## config.mk

```make
export PLATFORM = sky130hd
export DESIGN_NAME = blit_write_queue_flat
export DESIGN_NICKNAME = d
export VERILOG_FILES = /design/src/rtl/blit_write_queue_if.sv /design/src/rtl/blit_write_queue.sv /design/src/flat_wrapper.sv
export SDC_FILE = /design/constraint.sdc
export NUM_CORES = 1
export LEC_CHECK = 0
export ABC_AREA = 1
export BUFFER_PORTS_ARGS = -buffer_cell sky130_fd_sc_hd__buf_4
export CAP_MARGIN = 40
export CORE_UTILIZATION = 33
export DETAILED_ROUTE_END_ITERATION = 8
export SLEW_MARGIN = 5
export SYNTH_ARGS = -nofsm -noshare
export SYNTH_HDL_FRONTEND = slang
export SYNTH_SLANG_ARGS = --single-unit
```

## constraint.sdc

```tcl
create_clock -name clock -period 7.4 [get_ports clock]
set_input_delay 0.37 -clock clock [delete_from_list [all_inputs] [get_ports clock]]
set_output_delay 0.37 -clock clock [all_outputs]
set_load 0.02 [all_outputs]
```

## src/rtl/blit_write_queue_if.sv

```systemverilog
// Bus bundle between the blitter merge stage, the write queue and the
// memory arbiter. The queue sits on the slave side; the environment
// (blitter pipeline plus arbiter) sits on the master side.
interface blit_write_queue_if;

    // Merged word writes coming out of pipeline stage 5
    logic [25:0] p5_addr;
    logic [31:0] p5_data;
    logic [3:0]  p5_byte_enable;
    logic        p5_write;
    logic        stall;

    // Word write requests towards the memory arbiter
    logic        mem_request;
    logic [25:0] mem_addr;
    logic [31:0] mem_wdata;
    logic [3:0]  mem_byte_enable;
    logic        mem_ack;

    // Environment view: drives pushes and acks, observes stall and requests
    modport master (
        output p5_addr,
        output p5_data,
        output p5_byte_enable,
        output p5_write,
        input  stall,
        input  mem_request,
        input  mem_addr,
        input  mem_wdata,
        input  mem_byte_enable,
        output mem_ack
    );

    // Queue view: accepts pushes, issues requests, raises stall
    modport slave (
        input  p5_addr,
        input  p5_data,
        input  p5_byte_enable,
        input  p5_write,
        output stall,
        output mem_request,
        output mem_addr,
        output mem_wdata,
        output mem_byte_enable,
        input  mem_ack
    );

endinterface

```

## src/rtl/blit_write_queue.sv

```systemverilog
// Blitter write queue: buffers merged word writes in a small FIFO and
// hands them one at a time to the memory arbiter through a registered
// request/ack output stage. Stall is raised while enough free entries
// remain to absorb the words already in flight in the blitter pipeline,
// and drained tells the blitter that every write has been accepted.
module blit_write_queue #(
    parameter int DEPTH       = 8,
    parameter int STALL_SLACK = 3
) (
    input  logic               clock,
    input  logic               reset,
    blit_write_queue_if.slave  bus,
    output logic               drained,
    output logic               overflow
);

    localparam int PTR_W = $clog2(DEPTH);
    localparam int CNT_W = PTR_W + 1;
    localparam logic [CNT_W-1:0] FULL_COUNT  = CNT_W'(DEPTH);
    localparam logic [CNT_W-1:0] STALL_LEVEL = CNT_W'(DEPTH - STALL_SLACK);

    typedef enum logic {
        IDLE = 1'b0,
        REQ  = 1'b1
    } state_t;

    // Only the word part of the address is kept; the low two bits are
    // always zero on the memory side.
    typedef struct packed {
        logic [23:0] word_addr;
        logic [31:0] data;
        logic [3:0]  byte_enable;
    } entry_t;

    entry_t             fifo_mem [DEPTH];
    logic [PTR_W-1:0]   wr_ptr;
    logic [PTR_W-1:0]   rd_ptr;
    logic [CNT_W-1:0]   count;
    logic [CNT_W-1:0]   count_next;
    state_t             state;
    state_t             state_next;
    entry_t             head;
    logic               push_req;
    logic               pop;
    logic               push_accept;
    logic               unused_addr_bits;

    // Byte-offset bits of the incoming address carry no information here
    assign unused_addr_bits = ^bus.p5_addr[1:0];

    // Decide push/pop for this cycle and the resulting count and FSM state
    always_comb begin
        push_req    = bus.p5_write && (bus.p5_byte_enable != 4'b0000);
        pop         = (count != '0) && ((state == IDLE) || bus.mem_ack);
        push_accept = push_req && ((count < FULL_COUNT) || pop);
        count_next  = count + CNT_W'(push_accept) - CNT_W'(pop);
        head        = fifo_mem[rd_ptr];
        state_next  = state;
        case (state)
            IDLE: begin
                if (count != '0) begin
                    state_next = REQ;
                end
            end
            REQ: begin
                if (bus.mem_ack && (count == '0)) begin
                    state_next = IDLE;
                end
            end
            default: begin
                state_next = IDLE;
            end
        endcase
    end

    // FIFO storage; contents need no reset because the pointers define validity
    always_ff @(posedge clock) begin
        if (push_accept) begin
            fifo_mem[wr_ptr] <= '{word_addr:   bus.p5_addr[25:2],
                                  data:        bus.p5_data,
                                  byte_enable: bus.p5_byte_enable};
        end
    end

    // Pointers, count, output register FSM and registered status flags
    always_ff @(posedge clock) begin
        if (reset) begin
            wr_ptr              <= '0;
            rd_ptr              <= '0;
            count               <= '0;
            state               <= IDLE;
            bus.mem_request     <= 1'b0;
            bus.mem_addr        <= '0;
            bus.mem_wdata       <= '0;
            bus.mem_byte_enable <= '0;
            bus.stall           <= 1'b0;
            overflow            <= 1'b0;
            drained             <= 1'b1;
        end else begin
            if (push_accept) begin
                wr_ptr <= wr_ptr + PTR_W'(1);
            end
            if (pop) begin
                rd_ptr              <= rd_ptr + PTR_W'(1);
                bus.mem_addr        <= {head.word_addr, 2'b00};
                bus.mem_wdata       <= head.data;
                bus.mem_byte_enable <= head.byte_enable;
            end
            if (push_req && !push_accept) begin
                overflow <= 1'b1;
            end
            count           <= count_next;
            state           <= state_next;
            bus.mem_request <= (state_next == REQ);
            bus.stall       <= (count_next >= STALL_LEVEL);
            drained         <= (count_next == '0) && (state_next == IDLE);
        end
    end

endmodule

```

## src/flat_wrapper.sv

```systemverilog
// flat-port wrapper written by rule: the top's interface ports become plain ports
module blit_write_queue_flat 
#(
    parameter int DEPTH       = 8,
    parameter int STALL_SLACK = 3
)
  (clock, reset, drained, overflow, bus_p5_addr, bus_p5_data, bus_p5_byte_enable, bus_p5_write, bus_stall, bus_mem_request, bus_mem_addr, bus_mem_wdata, bus_mem_byte_enable, bus_mem_ack);
  blit_write_queue_if bus_i ();
  input  logic clock;
  input  logic reset;
  output logic drained;
  output logic overflow;
  input wire logic [$bits(bus_i.p5_addr)-1:0] bus_p5_addr;
  input wire logic [$bits(bus_i.p5_data)-1:0] bus_p5_data;
  input wire logic [$bits(bus_i.p5_byte_enable)-1:0] bus_p5_byte_enable;
  input wire logic [$bits(bus_i.p5_write)-1:0] bus_p5_write;
  output wire logic [$bits(bus_i.stall)-1:0] bus_stall;
  output wire logic [$bits(bus_i.mem_request)-1:0] bus_mem_request;
  output wire logic [$bits(bus_i.mem_addr)-1:0] bus_mem_addr;
  output wire logic [$bits(bus_i.mem_wdata)-1:0] bus_mem_wdata;
  output wire logic [$bits(bus_i.mem_byte_enable)-1:0] bus_mem_byte_enable;
  input wire logic [$bits(bus_i.mem_ack)-1:0] bus_mem_ack;
  assign bus_i.p5_addr = bus_p5_addr;
  assign bus_i.p5_data = bus_p5_data;
  assign bus_i.p5_byte_enable = bus_p5_byte_enable;
  assign bus_i.p5_write = bus_p5_write;
  assign bus_stall = bus_i.stall;
  assign bus_mem_request = bus_i.mem_request;
  assign bus_mem_addr = bus_i.mem_addr;
  assign bus_mem_wdata = bus_i.mem_wdata;
  assign bus_mem_byte_enable = bus_i.mem_byte_enable;
  assign bus_i.mem_ack = bus_mem_ack;
  blit_write_queue #(.DEPTH(DEPTH), .STALL_SLACK(STALL_SLACK)) u_core (.clock(clock), .reset(reset), .bus(bus_i), .drained(drained), .overflow(overflow));
endmodule
```

==> flow_summary.ini <==
[drt]
postRouteWirelength_um = 54800
first_pass_iters = 5
drt-initial-drc-count = 910
routed_wire_length_per_instance_um = 16.1
via_per_inst = 4.52
route.antenna.remaining_nets = 0
drcViolationCount = 0
routed_vias = 15372

[finish]
area_growth_syn_to_layout_pct = 19.2
drive_above_1_share = 0.102
fin_nets = 2494
final_core_utilization = 0.400

[synthesis]
ys_seq_area_frac = 0.686
postSynthCellCount = 2258
synth_top_family_by_area = simple AND/OR/NAND/NOR gates
post_synth_xor_area_fraction = 0.000756
muxShareOfSynthArea = 0
synth_area_um2 = 23200
post_synth_num_cell_types = 28
avgSynthCellArea_um2 = 10.3
synthSimpleGateAreaFrac = 0.174
ys_seq_elements = 554
synth_compound_gate_area_share = 0.0287
yosysWarningCount = 0
number_of_synthesized_flops_with_an_enable_pin = 480
postSynth.asyncResetShare = 0
post_synth_fa_ha_maj_area_fraction = 0.00465
synth_ff_type = sky130_fd_sc_hd__edfxtp_1

[setup_path]
cpLargestDelayFamily = buffers and inverters
worst_path_largest_cell_delay_ps = 890
worst-endpoint-arrival_ps = 3820
cp_cell_sequence = buf_4, buf_16, buf_4, nand2_1, nand3_1, nand3_1, nand2_1, a21oi_1
critical_path_required_ps = 7860
cp_num_buf_inv = 3
path_class = register to register
cpMaxStageDelayCell = sky130_fd_sc_hd__dfxtp_4
setup.worst_path.start_class = register
crit_fanout = 73
timing.critical_path.to_type = register

[die]
ios = 132
die_w_um = 267
initial_core_util = 0.335
die-height_um = 267
die_area_um2 = 71200
num_rows = 96
floorplan.core_area_um2 = 69100

[place]
dp_hpwl_um = 30900
portBuffers = 127
globalplace.congestion = 0.716

[global_routing]
grt_remaining_overflow = 0
pin_count_of_the_biggest_net_entering_global_routing = 117
grt_first_pass_wirelength_um = 84600
antenna_found_initial = 11
grt_usage = 0.155
first_global_vias = 15409

[clock_tree]
cts_setup_buffers = 0
clock_tree.buffer_depth = 3
path_clk_slew_ps = 60
cts.hold.buffers_added = 61
clkSinkCount = 554
cts-buffers-inserted = 56
cts_max_level = 2
cts_tree = built
library_cell_used_as_clock_root_buffer = sky130_fd_sc_hd__clkbuf_16
count_of_instances_resized_after_the_clock_tree_is_built = 0
insertion_delay_ps = 630

[sta]
clock-skew-final_ps = 35.3
rsz0062_at_grt = false
layout_min_cycle_time_ps = 3360
timing.hold.ws_ps = 215
tightestPinTransition_ps = 863
setup_tns_ps = 0
setup_violations = 0
timing.final.hold_violations = 0
fin_crit_sh = 0.454
clock.fmax_mhz = 298
slew_headroom = 0.425
timing_max_transition_violations_final = 0

[flow_run]
max-cap-violations = 0

[pwr]
p_per_area_nw_per_um2 = 339
worst_ir_drop_on_vdd_v = 0.000193
p_leak_nw = 11.9
total_power_w = 0.00937

[status]
outcome = completed

[worst_hold_path]
hold_class = input port to register
==> routing by layer <==
metal  track usage  wire, um  part of all wire  vias to the layer above
li1              -         -                 -                     7562
met1         0.185     23000              0.42                     7313
met2         0.272     27000              0.49                      366
met3        0.0296      2910             0.053                      119
met4        0.0629      1690             0.031                       12
met5             0        79            0.0014                        -
==> cell usage after synthesis (2+ instances only) <==
cell | number | share of area
sky130_fd_sc_hd__edfxtp_1 | 480 | 0.62
sky130_fd_sc_hd__nor2_1 | 15 | 0.0024
sky130_fd_sc_hd__buf_4 | 5 | 0.0016
sky130_fd_sc_hd__inv_1 | 497 | 0.081
sky130_fd_sc_hd__dfxtp_1 | 74 | 0.064
sky130_fd_sc_hd__buf_1 | 5 | 0.00081
sky130_fd_sc_hd__o21ai_1 | 7 | 0.0015
sky130_fd_sc_hd__clkbuf_1 | 30 | 0.0049
sky130_fd_sc_hd__ha_1 | 7 | 0.0038
sky130_fd_sc_hd__buf_2 | 72 | 0.016
sky130_fd_sc_hd__buf_6 | 2 | 0.00097
sky130_fd_sc_hd__a21oi_1 | 65 | 0.014
sky130_fd_sc_hd__nand2_1 | 554 | 0.090
sky130_fd_sc_hd__nand4_1 | 2 | 0.00054
sky130_fd_sc_hd__inv_2 | 5 | 0.00081
sky130_fd_sc_hd__nor3_1 | 6 | 0.0013
sky130_fd_sc_hd__o21ai_0 | 58 | 0.013
sky130_fd_sc_hd__nand3_1 | 364 | 0.079
==> path summary, 6_finish.rpt <==
kind                                               startpoint                                   end  slack (ps)  cells after the start
worst max-delay path            u_core.rd_ptr[0]$_SDFFE_PP0P_  u_core.bus.mem_addr[17]$_SDFFE_PP0P_        4040                      8
worst min-delay path                              bus_mem_ack     u_core.bus.mem_request$_SDFF_PP0_         210                      6
worst min register to register   u_core.overflow$_SDFFE_PP0P_          u_core.overflow$_SDFFE_PP0P_         450                      2
worst max register to register  u_core.rd_ptr[0]$_SDFFE_PP0P_  u_core.bus.mem_addr[17]$_SDFFE_PP0P_        4040                      8
==> report_power, final <==
part	switching, W	leakage (nW)	internal (W)
logic	0.00177	6.08	0.000864
clock network	0.00116	0.884	0.00166
registers	0.000196	4.97	0.00371
==> area by class of cell <==
type	instances	area (um2)
repair buffers	217	1910
clock buffers	77	1500
inverters	503	1900
well taps	931	1160
clock inverters	28	340
diodes	5	12.5
multi-input cells	1088	4880
fillers	6486	41500
flip-flops and latches	554	15900
==> tightest hold or removal path: stages <==
cell and delay [ps]:
sky130_fd_sc_hd__buf_4 80, sky130_fd_sc_hd__inv_1 30, sky130_fd_sc_hd__nand2_1 160, sky130_fd_sc_hd__nand2_1 70
sky130_fd_sc_hd__nand2_1 50, sky130_fd_sc_hd__inv_1 40
==> cell usage in the layout (no fill, tap or decap), types with 3 or more instances in the layout <==
master,count
sky130_fd_sc_hd__nand2_1,554
sky130_fd_sc_hd__inv_1,496
sky130_fd_sc_hd__edfxtp_1,480
sky130_fd_sc_hd__nand3_1,364
sky130_fd_sc_hd__buf_4,149
sky130_fd_sc_hd__dfxtp_1,71
sky130_fd_sc_hd__a21oi_1,65
sky130_fd_sc_hd__dlygate4sd3_1,61
sky130_fd_sc_hd__o21ai_0,58
sky130_fd_sc_hd__clkbuf_16,56
sky130_fd_sc_hd__clkbuf_1,19
sky130_fd_sc_hd__nor2_1,11
sky130_fd_sc_hd__clkinv_1,11
sky130_fd_sc_hd__o21ai_1,7
sky130_fd_sc_hd__ha_1,7
sky130_fd_sc_hd__bufinv_16,7
sky130_fd_sc_hd__clkinv_2,6
sky130_fd_sc_hd__buf_16,6
sky130_fd_sc_hd__diode_2,5
sky130_fd_sc_hd__nor2_4,4
sky130_fd_sc_hd__nor3_2,4
sky130_fd_sc_hd__inv_2,3
sky130_fd_sc_hd__clkinv_8,3
sky130_fd_sc_hd__dfxtp_4,3
==> flip-flops by register name, indices dropped and copies added (netlist names) <==
| signal | count |
|---|---|
| u_core.rd_ptr | 3 |
| u_core.bus.mem_wdata | 32 |
| u_core.drained | 1 |
| u_core.fifo_mem | 480 |
| u_core.bus.mem_request | 1 |
| u_core.bus.mem_addr | 24 |
| u_core.wr_ptr | 3 |
| u_core.overflow | 1 |
| u_core.bus.stall | 1 |
| u_core.bus.mem_byte_enable | 4 |
| u_core.count | 4 |
==> per-stage QoR <==
step | setup WS, ps | instance area, um2 | cells
5_1_grt | 3790 | 27600 | 3403
6_report | 4040 | 27600 | 3403
4_1_cts | 3670 | 27600 | 3397
2_1_floorplan | 1790 | 23200 | 2259
3_5_place_dp | 3600 | 25100 | 3231
3_3_place_gp | 3530 | 25000 | 3224
==> kinds of logic after synthesis <==
logic type	count (synthesis)
flip-flops	554
other	1
XOR/XNOR	2
adder cells (fa/ha/maj)	8
AO/OA/AOI/OAI	132
buffers and inverters	617
AND/OR/NAND/NOR	944
No activity file was read; power rests on OpenSTA's default activity.
